==> src/rtl/raw10_unpacker.sv <==
// raw10_unpacker: unpacks CSI-2 RAW10 5-byte groups from a 16-bit payload
// stream into 4 x 10-bit pixels per group, with frame/line markers.
//
// Ports:
//   clk, reset     system clock, synchronous active-high reset
//   din[15:0]      payload word; din[7:0] earlier byte, din[15:8] later byte
//   din_valid      din carries 2 payload bytes
//   fr_active      frame in progress
//   pix[39:0]      {P3,P2,P1,P0}, 10 bits each, held when pix_valid=0
//   pix_valid      one-cycle pulse per group
//   pix_sof        first group of frame (with pix_valid)
//   pix_eol        last group of line (with pix_valid)
//   frame_err      pulse: frame ended with a partial group or partial line
//   row_idx[15:0]  row of the presented group (only with RAW10_ROWCNT_EN)
//
// Optional feature macro: RAW10_ROWCNT_EN (adds the row_idx output).
module raw10_unpacker #(
    parameter int LINE_PIXELS = 3280
) (
    input  logic        clk,
    input  logic        reset,
    input  logic [15:0] din,
    input  logic        din_valid,
    input  logic        fr_active,
    output logic [39:0] pix,
    output logic        pix_valid,
    output logic        pix_sof,
    output logic        pix_eol,
`ifdef RAW10_ROWCNT_EN
    output logic        frame_err,
    output logic [15:0] row_idx
`else
    output logic        frame_err
`endif
);

    localparam int GROUPS = LINE_PIXELS / 4;
    localparam int GW     = (GROUPS > 1) ? $clog2(GROUPS) : 1;
    localparam logic [GW-1:0] GRP_LAST = GW'(GROUPS - 1);

    // Between words at most 4 bytes are ever retained, so 4 entries of
    // storage plus the 2 incoming bytes cover the 6-byte window.
    logic [7:0]    byte_q [4];
    logic [2:0]    cnt;
    logic [GW-1:0] grp_cnt;
    logic          sof_pending;
    logic          fr_d;

    logic [7:0]    ext [6];
    logic [2:0]    cnt_sum;
    logic          grp_done;
    logic [39:0]   grp_pix;
    logic          accept;
    logic          fall;

    assign accept   = din_valid & fr_active;
    assign fall     = fr_d & ~fr_active;
    assign cnt_sum  = cnt + 3'd2;
    assign grp_done = (cnt_sum >= 3'd5);

    // Window of retained bytes followed by the incoming pair, oldest first.
    always_comb begin
        for (int i = 0; i < 6; i++) begin
            ext[i] = 8'h00;
            if (3'(i) == cnt)
                ext[i] = din[7:0];
            else if (3'(i) == cnt + 3'd1)
                ext[i] = din[15:8];
        end
        for (int i = 0; i < 4; i++) begin
            if (3'(i) < cnt)
                ext[i] = byte_q[i];
        end
    end

    // Pn = {Bn, B4[2n+1:2n]}
    always_comb begin
        grp_pix = '0;
        for (int n = 0; n < 4; n++)
            grp_pix[10*n +: 10] = {ext[n], ext[4][2*n +: 2]};
    end

`ifdef RAW10_ROWCNT_EN
    logic [15:0] row_cnt;
`endif

    always_ff @(posedge clk) begin
        if (reset) begin
            for (int i = 0; i < 4; i++)
                byte_q[i] <= 8'h00;
            cnt         <= 3'd0;
            grp_cnt     <= '0;
            sof_pending <= 1'b1;
            fr_d        <= 1'b0;
            pix         <= '0;
            pix_valid   <= 1'b0;
            pix_sof     <= 1'b0;
            pix_eol     <= 1'b0;
            frame_err   <= 1'b0;
`ifdef RAW10_ROWCNT_EN
            row_cnt     <= 16'd0;
            row_idx     <= 16'd0;
`endif
        end else begin
            fr_d      <= fr_active;
            pix_valid <= 1'b0;
            pix_sof   <= 1'b0;
            pix_eol   <= 1'b0;
            frame_err <= 1'b0;
            if (fall) begin
                frame_err   <= (cnt != 3'd0) || (grp_cnt != '0);
                cnt         <= 3'd0;
                grp_cnt     <= '0;
                sof_pending <= 1'b1;
`ifdef RAW10_ROWCNT_EN
                row_cnt     <= 16'd0;
                row_idx     <= 16'd0;
`endif
            end else if (accept) begin
                if (grp_done) begin
                    pix         <= grp_pix;
                    pix_valid   <= 1'b1;
                    pix_sof     <= sof_pending;
                    sof_pending <= 1'b0;
`ifdef RAW10_ROWCNT_EN
                    row_idx     <= row_cnt;
`endif
                    if (grp_cnt == GRP_LAST) begin
                        // End of line: a leftover byte is line padding.
                        pix_eol <= 1'b1;
                        grp_cnt <= '0;
                        cnt     <= 3'd0;
`ifdef RAW10_ROWCNT_EN
                        if (row_cnt != 16'hFFFF)
                            row_cnt <= row_cnt + 16'd1;
`endif
                    end else begin
                        grp_cnt   <= grp_cnt + GW'(1);
                        cnt       <= cnt_sum - 3'd5;
                        byte_q[0] <= ext[5];
                    end
                end else begin
                    cnt <= cnt_sum;
                    for (int i = 0; i < 4; i++)
                        byte_q[i] <= ext[i];
                end
            end
        end
    end

endmodule

==> config.mk <==
export PLATFORM = sky130hd
export DESIGN_NAME = raw10_unpacker
export DESIGN_NICKNAME = d
export VERILOG_FILES = /design/src/rtl/raw10_unpacker.sv
export SDC_FILE = /design/constraint.sdc
export NUM_CORES = 1
export LEC_CHECK = 0
export BUFFER_PORTS_ARGS = -buffer_cell sky130_fd_sc_hd__buf_2
export CORE_ASPECT_RATIO = 1.2
export CORE_MARGIN = 2
export CORE_UTILIZATION = 50
export DETAILED_ROUTE_END_ITERATION = 16
export GPL_TIMING_DRIVEN = 0
export PLACE_DENSITY_LB_ADDON = 0.15
export SKIP_LAST_GASP = 1
export SLEW_MARGIN = 20
export SYNTH_ARGS = -nofsm -noshare
export SYNTH_HDL_FRONTEND = slang
export SYNTH_SLANG_ARGS = --single-unit
==> constraint.sdc <==
create_clock -name clk -period 2.81 [get_ports clk]
set_input_delay 0.843 -clock clk [delete_from_list [all_inputs] [get_ports clk]]
set_output_delay 0.843 -clock clk [all_outputs]
set_load 0.02 [all_outputs]
==> results by group <==
Cells and area
  – Register area: 0.00214 mm²
  – Nets: around 570
  – Post-Layout Cell Count: roughly 660
  – Layout Utilization: 0.595
  – Area taken by multi-input logic gates: around 0.0021 mm²
  – Design area: slightly above 0.005 mm²
  – Area Overhead vs Synth: 15.3%
  – Fill cells: a little under 800
  – Most common cell after layout, fill and taps aside: nor2_1
  – Number of diodes: 0
  – Share of cells above drive strength 1: 0.189
  – Most frequent cells in the layout: nor2_1 (74), buf_2 (70), dfxtp_1 (59), a221oi_1 (32), edfxtp_1 (32)

Yosys
  – Synthesized net count: 496
  – #FFs+latches synth: between 90 and 100
  – Warnings, synthesis: 0
  – Top FF cell, synth: dfxtp_1
  – Register area share after synthesis: 0.483
  – Syn Inst Count: roughly 460
  – Mean Syn Cell Area: roughly 9.6 µm²
  – EDFF count, synth: 32
  – Netlist cell types: 45
  – Top-area cell type share of the netlist area: 0.266
  – Post-synthesis async set-or-reset flop share: 0
  – Top cells by area, synth: dfxtp_1 (27%), edfxtp_1 (22%), a221oi_1 (6.3%)
  – Post-Syn Area: about 0.0044 mm²
  – Cell taking the most area after synthesis: dfxtp_1

Placed design
  – Detail Placement HPWL: between 8 and 9 mm
  – Post-Place Cells: about 640
  – I/O Buffers: 62
  – Post-Place Cell Area: just under 0.005 mm²
  – Gpl congestion: 0.920
  – Place WS: -0.491 ns

Detailed routing
  – Antenna viol nets, final: 0
  – DR vias: roughly 4.0k
  – 1st-pass router iterations: 6
  – DRC Markers: 0
  – Drt wl/cell: ~19 µm
  – Vias/cell: around 6.1
  – Initial DRC count: between 300 and 400
  – Final WL: 12.2 mm

Power and ir drop
  – Share of total power in sequential cells: 0.531
  – Logic pwr share: 0.156
  – Leakage Power: around 1.9 nW
  – Peak VDD IR: about 0.34 mV
  – Switching Share: 0.277
  – Sw Pwr: 0.746 mW
  – PD cells: approximately 530 mW/mm²
  – Tot Pwr: around 2.7 mW
  – Int Pwr: ~1.9 mW
  – Clock power share: 0.313

Clock network
  – Root Driver: clkbuf_8
  – CTS tree: built
  – Total clock buffers created by CTS: 9
  – Bufs on Longest Clock Path: 2
  – H-tree depth: 3
  – CTS hold repair buffers: 0
  – Sink Count: 91
  – Clock-pin slew on the worst setup and hold paths: 0.08 ns
  – Latest clock arrival within the worst-skew pair: around 0.36 ns

Worst setup path
  – Worst Path Required: approximately 3.0 ns
  – CP max FO: 11
  – Slowest CP cell: dfxtp_1
  – Critical path, cell by cell: buf_6 -> buf_2 -> clkinvlp_4 -> ha_1 -> a21oi_1 -> buf_2 -> nand2_1 -> clkbuf_2 -> nor3_1
  – Most Frequent Cell on Critical Path: buf_2
  – Crit-path max cell delay: between 0.3 and 0.4 ns
  – CP Capture Type: flop
  – Reg2Reg Setup Slack: about 0.13 ns
  – Crit path kind: reg -> reg
  – Worst EP arrival: around 2.9 ns
  – Critical Path Source Type: flop

STA
  – Final WS setup: roughly 0.13 ns
  – Final min period: around 2.7 ns
  – Period utilisation layout: 0.953
  – Skew final: about 0.011 ns
  – Endpoints failing hold: 0
  – Worst-margin pin slew: 0.665 ns
  – Slew headroom: 0.557
  – Fmax: 0.373 GHz
  – Final setup vio count: 0
  – Slew Limit Fails: 0
  – RSZ-0062 raised after global routing: true

Die
  – Die span in y: ~110 µm
  – Die W: roughly 90 µm
  – Core area: 0.00861 mm²
  – Die area: 0.00965 mm²
  – I/O pins: between 60 and 70
  – Initial Util: 0.516
  – Site row count: 37

GRT
  – Overflow after GRT: 0
  – Initial antenna violation count: 0
  – Largest net degree at the start of global routing: 15
  – Vias in the first global route: 3,751
  – Global-route wire length before repair: a little under 20 mm
  – Global Route Usage Sum: 0.259

Flow run
  – Max-cap viol count: 0

Run status
  – Status: completed

Worst hold path
  – Hold WC Path Type: reg -> reg
registers in the layout (all words and copies together), names as in the netlist:
signal,count
cnt,3
byte_q,32
pix_valid,1
frame_err,1
pix_sof,1
grp_cnt,10
pix,40
pix_eol,1
fr_d,1
sof_pending,1
worst paths after layout:
check	from	to	cells after the start
setup / recovery	cnt[2]	byte_q[3][5]	9
hold / removal	sof_pending	pix_sof	1
setup reg to reg	cnt[2]	byte_q[3][5]	9
hold reg to reg	sof_pending	pix_sof	1
cell type report:
type,instances,share of cell area
flip-flops and latches,91,0.418
multi-input cells,329,0.417
repair buffers,64,0.0635
plain buffers,34,0.0301
well taps,117,0.0286
clock buffers,12,0.0264
clock inverters,4,0.00831
inverters,10,0.00806
critical path: cells and delay by family (launching register included):
| kind | cells | cell delay (ns) |
|---|---|---|
| buf+inv | 5 | 1.11 |
| simple gates | 2 | 0.46 |
| compound gates | 1 | 0.24 |
| flops | 1 | 0.37 |
| fa+ha+maj | 1 | 0.33 |
metal layers:
layer	vias up	track usage	wire, µm
met5	-	0	0
met4	0	0.142	401
met3	34	0.0464	892
met2	177	0.408	5780
met1	1907	0.339	5170
li1	1903	-	-
per-stage QoR:
| stage | hold WS, ns | TNS [ns] |
|---|---|---|
| after floorplan | 0.431 | 0 |
| after global placement | 0.452 | -8.12 |
| after detailed placement | 0.446 | -11.12 |
| after CTS | 0.475 | 0 |
| after global routing | 0.497 | -0.506 |
| final | 0.472 | 0 |
timing repair:
item / CTS / global route
setup buffers: 1 / 1
gates resized for setup: 5 / 6
setup endpoints to repair: 80 / 28
pin swaps: 1 / 1
cloned: 1 / 0
cells by family (layout without fill, tap and decap cells):
group | after synthesis | after routing | synth area share
simple gates | 185 | 185 | 0.213
buf+inv | 45 | 124 | 0.0423
compound gates | 120 | 121 | 0.206
xor+xnor | 11 | 11 | 0.0217
flops | 91 | 91 | 0.483
fa+ha+maj | 12 | 12 | 0.0338
power by group through the flow:
stage,logic (mW),clock network [mW],registers [mW]
global placement,0.397,0,1.46
finish,0.420,0.844,1.43
global route,0.457,0.913,1.44
floorplan,0.255,0,1.47
CTS,0.412,0.862,1.43
detailed placement,0.402,0,1.46
synth_stat cells, drive strengths merged, types with 9 or more instances:
cell type,number
nor2,74
clkbuf,22
xnor2,9
dfxtp,59
inv,10
ha,12
a221oi,32
nor3,30
a21oi,21
nand3b,24
edfxtp,32
a211oi,26
o21ai,10
buf,13
nand2,23
No activity file was read; power rests on OpenSTA's default activity.
